==> src/rtl/alu_arbiter_seq.sv <==
// Two-requester round-robin arbiter that sequences the 8-bit ALU datapath
// through load/execute and returns the captured result with the requester ID.
module alu_arbiter_seq #(
   parameter int EXEC_CYCLES = 1
) (
   input  logic       clk,
   input  logic       rst_n,
   input  logic       req0_valid,
   output logic       req0_ready,
   input  logic [7:0] req0_a,
   input  logic [7:0] req0_b,
   input  logic [1:0] req0_op,
   input  logic       req1_valid,
   output logic       req1_ready,
   input  logic [7:0] req1_a,
   input  logic [7:0] req1_b,
   input  logic [1:0] req1_op,
   output logic       rsp_valid,
   input  logic       rsp_ready,
   output logic       rsp_id,
   output logic [7:0] rsp_result,
   output logic       rsp_zero,
   output logic       rsp_carry,
   output logic [7:0] dp_data_a,
   output logic [7:0] dp_data_b,
   output logic       dp_load_a,
   output logic       dp_load_b,
   output logic [1:0] dp_alu_op,
   input  logic [7:0] dp_result,
   input  logic       dp_zero,
   input  logic       dp_carry
);

   localparam logic [1:0] S_IDLE = 2'd0;
   localparam logic [1:0] S_LOAD = 2'd1;
   localparam logic [1:0] S_EXEC = 2'd2;
   localparam logic [1:0] S_RESP = 2'd3;
   localparam logic [3:0] CNT_INIT = 4'(EXEC_CYCLES - 1);

   typedef struct packed {
      logic [7:0] a;
      logic [7:0] b;
      logic [1:0] op;
   } cmd_t;

   logic [1:0] state;
   logic [3:0] cnt;
   logic       last_id;
   logic       cur_id;
   logic       gnt_vld;
   logic       gnt_id;
   logic       acc;
   cmd_t [1:0] cmd;
   cmd_t       sel;

   assign cmd[0] = '{a: req0_a, b: req0_b, op: req0_op};
   assign cmd[1] = '{a: req1_a, b: req1_b, op: req1_op};

   // On a tie the requester that was not granted last wins.
   always_comb begin
      gnt_vld = req0_valid | req1_valid;
      gnt_id  = 1'b0;
      if (req0_valid && req1_valid) gnt_id = ~last_id;
      else if (req1_valid)          gnt_id = 1'b1;
   end

   assign req0_ready = rst_n && (state == S_IDLE) && gnt_vld && !gnt_id;
   assign req1_ready = rst_n && (state == S_IDLE) && gnt_vld &&  gnt_id;
   assign acc        = req0_ready | req1_ready;
   assign sel        = cmd[gnt_id];

   always_ff @(posedge clk) begin
      if (!rst_n) begin
         state      <= S_IDLE;
         cnt        <= '0;
         last_id    <= 1'b1;
         cur_id     <= 1'b0;
         dp_data_a  <= '0;
         dp_data_b  <= '0;
         dp_alu_op  <= '0;
         dp_load_a  <= 1'b0;
         dp_load_b  <= 1'b0;
         rsp_valid  <= 1'b0;
         rsp_id     <= 1'b0;
         rsp_result <= '0;
         rsp_zero   <= 1'b0;
         rsp_carry  <= 1'b0;
      end else begin
         dp_load_a <= 1'b0;
         dp_load_b <= 1'b0;
         case (state)
            S_IDLE: if (acc) begin
               dp_data_a <= sel.a;
               dp_data_b <= sel.b;
               dp_alu_op <= sel.op;
               cur_id    <= gnt_id;
               last_id   <= gnt_id;
               dp_load_a <= 1'b1;
               dp_load_b <= 1'b1;
               state     <= S_LOAD;
            end
            S_LOAD: begin
               cnt   <= CNT_INIT;
               state <= S_EXEC;
            end
            // dp_alu_op stays put here so the ALU mux is stable up to capture.
            S_EXEC: if (cnt == 4'd0) begin
               rsp_result <= dp_result;
               rsp_zero   <= dp_zero;
               rsp_carry  <= dp_carry;
               rsp_id     <= cur_id;
               rsp_valid  <= 1'b1;
               state      <= S_RESP;
            end else begin
               cnt <= cnt - 4'd1;
            end
            S_RESP: if (rsp_ready) begin
               rsp_valid <= 1'b0;
               state     <= S_IDLE;
            end
            default: state <= S_IDLE;
         endcase
      end
   end

endmodule
==> config.mk <==
export PLATFORM = sky130hd
export DESIGN_NAME = alu_arbiter_seq
export DESIGN_NICKNAME = d
export VERILOG_FILES = /design/src/rtl/alu_arbiter_seq.sv
export SDC_FILE = /design/constraint.sdc
export NUM_CORES = 1
export LEC_CHECK = 0
export CELL_PAD_IN_SITES_DETAIL_PLACEMENT = 1
export CELL_PAD_IN_SITES_GLOBAL_PLACEMENT = 1
export CORE_MARGIN = 4
export CORE_UTILIZATION = 28
export DETAILED_ROUTE_END_ITERATION = 8
export MAX_ROUTING_LAYER = met4
export PLACE_DENSITY_LB_ADDON = 0.08
export RECOVER_POWER = 100
export REMOVE_ABC_BUFFERS = 1
export SKIP_CTS_REPAIR_TIMING = 1
export SYNTH_ARGS = -nofsm -noshare
export SYNTH_HDL_FRONTEND = slang
export SYNTH_SLANG_ARGS = --single-unit
export TNS_END_PERCENT = 100
==> constraint.sdc <==
create_clock -name clk -period 2.15 [get_ports clk]
set_input_delay 0.43 -clock clk [delete_from_list [all_inputs] [get_ports clk]]
set_output_delay 0.43 -clock clk [all_outputs]
set_load 0.05 [all_outputs]
# Yosys cells after proc, flatten, opt, wreduce, memory -nomap -nowiden
# Cells that the tools add are included.
[classes]
addsub = 1
mul = 0
n_div = 0
n_lt_le_gt_ge = 1
eq_ne = 7
n_shift = 0
muxes = 14
bitwise_logic = 3
n_reduce_logical = 16
[op_table]
columns = ["cell", "n"]
rows = [
  ["18-bit two-way mux", 2],
  ["2-bit inequality test, second input constant", 4],
  ["2-bit one-hot mux with 4 select lines", 1],
  ["4-bit one-hot mux with 2 select lines", 1],
  ["2-bit AND reduction", 4],
  ["2-bit two-way mux", 3],
  ["3-bit AND reduction", 2],
  ["1-bit logical AND", 5],
  ["1-bit two-way mux", 5],
  ["2-bit equality test, second input constant", 2],
  ["4-bit logical NOT", 1],
  ["4-bit two-way mux", 1],
  ["2-bit nonzero test", 2],
  ["4-bit by 1-bit subtractor with 4-bit output, second input constant", 1],
  ["2-bit by 1-bit equality test with 1-bit output, second input constant", 1],
  ["2-bit logical NOT", 1],
  ["1-bit by 2-bit < comparator with 1-bit output, second input constant", 1],
  ["1-bit OR", 2],
  ["1-bit one-hot mux with 2 select lines", 1],
  ["1-bit logical NOT", 1],
  ["1-bit NOT", 1],
]
[word_totals]
register_bits = 39
latch_bits = 0
ramBits = 0
rom_bits = 0
input_bits = 51
out_inout_bits = 34
wordCells = 55
n_memories = 0

# Depth between registers and ports, before layout
# Gate-level depths: netlist of run 1.
[depth]
word_depth = 7
depth_mapped = 7
depth_no_buf = 5

# Worst setup path before layout of run 1
# Ideal clock, no wire load.
[synth_path]
kind = "register -> output"
startpoint = "register state[0]"
endpoint = "output req0_ready"
t_arrival_ps = 1549
t_required_ps = 1720
setup_slack_ps = 171
path_stages_with_launch = 6
path_buffers = 1
cell_sequence = "dfxtp_1 -> inv_1 -> ha_1 -> and2_1 -> clkbuf_1 -> and3_1"
[synth_via]
elab_chain_cells = 4
[synth_lines]
columns = ["element", "line_no", "rtl"]
rows = [
  ["start, declared", "46", "logic [1:0] state;"],
  ["start signal, assigned", "74", "state <= S_IDLE;"],
  ["start signal, assigned", "100", "state <= S_LOAD;"],
  ["start signal, assigned", "104", "state <= S_EXEC;"],
  ["2-bit logical NOT", "67", "assign req0_ready = rst_n && (state == S_IDLE) && gnt_vld && !gnt_id;"],
  ["1-bit logical AND (3 in a row)", "67", ""],
  ["end, declared", "9", "output logic req0_ready,"],
]
# Every way passes these cells.

# Final worst setup path of run 1
# Ends and elaborated chain as after synthesis.

==> results.toml, run 1 <==
[sta]
hold_slack_ps = 451.0
fmax_ghz = 0.5066
layout_setup_ws_ps = 176.0
rsz0062_at_grt = "false"
tightest_slew_ps = 593.6
hold_viol_final = 0
fin_crit_ps = 1974
fin_crit_sh_pct = 91.81
fin_tns_setup_ps = 0
slew_headroom_pct = 60.38
maxSlewViolCount = 0
finalClockSkew_ps = 5.294
finalSetupViolCount = 0

[setup_path]
slowest_stage = "dfxtp_1"
crit_family = "flip-flops"
cp_cell_sequence = "inv_1 > ha_2 > and2_0 > and3_1 > clkbuf_4"
cp-end-kind = "output pin"
required_ps = 1720
worstPathArrival_ps = 1540
r2r-start = "cnt[0]"
critPathLaunchType = "register"
rrSetupSlack_ps = 320
cp_num_buf_inv = 2
cp_max_fo = 5
crit_type = "register to output pin"
rr_endpoint = "state[1]"
ff2ff_path_depth = 5
max_stage_delay_ps = 400

[routing]
drtIter0Drc = 25
wl_per_cell_um = 15.30
drc = 0
viasPerCell = 5.036
ant_nets = 0
drt_pre_antenna_iters = 4
num_vias = 1808
routed_wl_mm = 5.493

[global_route]
grt_overflow = 0
grt_pass1_wl_mm = 8.914
grt_max_degree = 23
antenna_found_initial = 0
grt_usage_pct = 15.32
grt_pass1_vias = 1876

[synthesis]
syn-cell-area_sq_um = 1722
avgSynthCellArea_sq_um = 8.695
ys_ff_latch = 39
syn_inst = 198
ys_warn_count = 0
synth-seq-area-share_pct = 45.35
ys_types = 32

[floorplanning]
initial_core_util_pct = 28.91
core_sq_um = 5956
ioPinCount = 85
num_rows = 28
die_y_um = 86.42
die_area_sq_um = 7468
die_w_um = 86.42

[cts]
clkTransAtPathRegs_ps = 80
cts_tree = "yes"
cts_root_buf = "clkbuf_8"
numCtsBuffers = 5
clockBufferDepth = 2
cts_max_level = 2
clk_latency_ps = 290
cts.sinks = 39

[layout]
antennaDiodeCount = 0
fin_util_pct = 46.64
final_common_cell = "clkdlybuf4s50_1"
final_cell_mix = "clkdlybuf4s50_1 (50), dfxtp_1 (39), a21oi_1 (33)"
n_fill_cell = 690
drive_gt1_share_pct = 6.690
area_growth_pct = 61.34
layout.nets = 340

[hold_path]
min_from = "rsp_result[0]"
hold-path-cell-count = 2
min_to = "rsp_result[0]"
min_path_type = "register to register"

[flow_run]
drv_cap = 0

[power_and_ir_drop]
irDropWorstVdd_mv = 0.5793
powerDensity_nw_per_um2 = 1071
power.leakage_nw = 1.077

[status]
status = "completed"

[place]
hpwl_mm = 4.010
port_buffers = 84
finalWeightedCongestion = 0.7690
post-place-ws_ps = 255.1
layer usage:
layer  share of wire (%)  vias to the layer above  GRT usage, %
met5                   0                        -             -
met4                 1.1                        0         4.391
met3                 7.1                        6         4.848
met2                  46                       50         23.99
met1                  46                      860         18.97
li1                    -                      892             -
layout make-up:
class / instances / area [sq um] / share of cell area, %
clock buffer: 6 / 82.58 / 2.973
clock inverter: 2 / 35.03 / 1.261
inverter: 8 / 30.03 / 1.081
multi-input combinational: 133 / 810.8 / 29.19
sequential: 39 / 780.7 / 28.11
tap: 75 / 93.84 / 3.378
timing repair buffer: 96 / 944.7 / 34.01
cells by family (layout without fill, tap and decap cells):
| logic type | count (synthesis) | count (layout) | share of synthesized area, % |
|---|---|---|---|
| buffers and inverters | 26 | 112 | 6.686 |
| and+or+nand+nor | 63 | 63 | 17.73 |
| adders and majority gates | 6 | 6 | 4.360 |
| AOI/OAI and AO/OA | 63 | 63 | 25.29 |
| DFF | 39 | 39 | 45.35 |
| muxes | 1 | 1 | 0.5814 |
synthesized netlist by cell type:
| library cell | count | share of area [%] |
|---|---|---|
| nor2b_1 | 2 | 0.73 |
| and3_1 | 2 | 0.73 |
| clkbuf_2 | 1 | 0.29 |
| or3b_1 | 1 | 0.51 |
| dfxtp_1 | 39 | 45 |
| a221oi_4 | 1 | 1.5 |
| and2_1 | 1 | 0.36 |
| nand3_1 | 20 | 5.8 |
| ha_1 | 6 | 4.4 |
| buf_2 | 4 | 1.2 |
| a211oi_1 | 2 | 0.87 |
| mux2i_1 | 1 | 0.58 |
| buf_4 | 1 | 0.44 |
| o211ai_1 | 1 | 0.44 |
| a21oi_1 | 33 | 9.6 |
| buf_6 | 1 | 0.65 |
| and4bb_1 | 1 | 0.73 |
| o21a_1 | 1 | 0.44 |
| inv_2 | 1 | 0.22 |
| nand4b_1 | 1 | 0.51 |
| nand2b_1 | 1 | 0.36 |
| o32ai_1 | 2 | 1.0 |
| o21ai_0 | 2 | 0.58 |
| nor2_1 | 2 | 0.44 |
| nor4_1 | 1 | 0.36 |
| nand2_1 | 30 | 6.5 |
| a32oi_1 | 18 | 9.2 |
| clkbuf_1 | 11 | 2.4 |
| inv_1 | 7 | 1.5 |
| o31a_1 | 2 | 1.0 |
| a21boi_2 | 1 | 0.65 |
| nand4bb_1 | 1 | 0.65 |
worst max-delay path by stage:
stage	startpoint	end	slack [ps]	depth (start not counted)
2_1_floorplan	state[0]	req0_ready	100	4
3_3_place_gp	rst_n	req0_ready	270	4
3_5_place_dp	req1_valid	req1_ready	260	5
4_1_cts	state[0]	req0_ready	90	5
5_1_grt	state[0]	req0_ready	40	5
6_report	state[0]	req0_ready	180	5
metrics by stage:
step                instances  total power (W)  instance area, sq um
CTS                       359         0.003138                  2824
floorplan                 180         0.001857                  1637
finish                    359         0.002975                  2778
detailed placement        351         0.002489                  2706
global placement          351         0.002471                  2706
global route              359         0.003167                  2778
sequential cells by signal (all words and copies together) (netlist names):
| register | flops |
|---|---|
| rsp_zero | 1 |
| dp_alu_op | 2 |
| state | 2 |
| rsp_id | 1 |
| dp_data_a | 8 |
| rsp_valid | 1 |
| last_id | 1 |
| rsp_result | 8 |
| dp_load_b | 1 |
| cnt | 4 |
| rsp_carry | 1 |
| dp_data_b | 8 |
| cur_id | 1 |
power breakdown:
part	leakage [nW]	switching (W)	internal (W)
combinational	0.698	0.000910	0.000502
sequential	0.318	0.0000736	0.000859
clock	0.0612	0.000255	0.000375
worst register-to-register path, stage by stage, from the launching register on:
cell	delay, ps
dfxtp_1	350
inv_1	90
ha_1	180
or3b_1	470
a221oi_1	450
mux2i_1	230
(Power assumes the default switching activity.)
==> run 2, diff against run 1 <==
- ABC_CLOCK_PERIOD_IN_PS: unset -> 2150
- CAP_MARGIN: unset -> 20
==> results of run 2 <==
The final DEF is identical to that of run 1; final timing and power are the same.
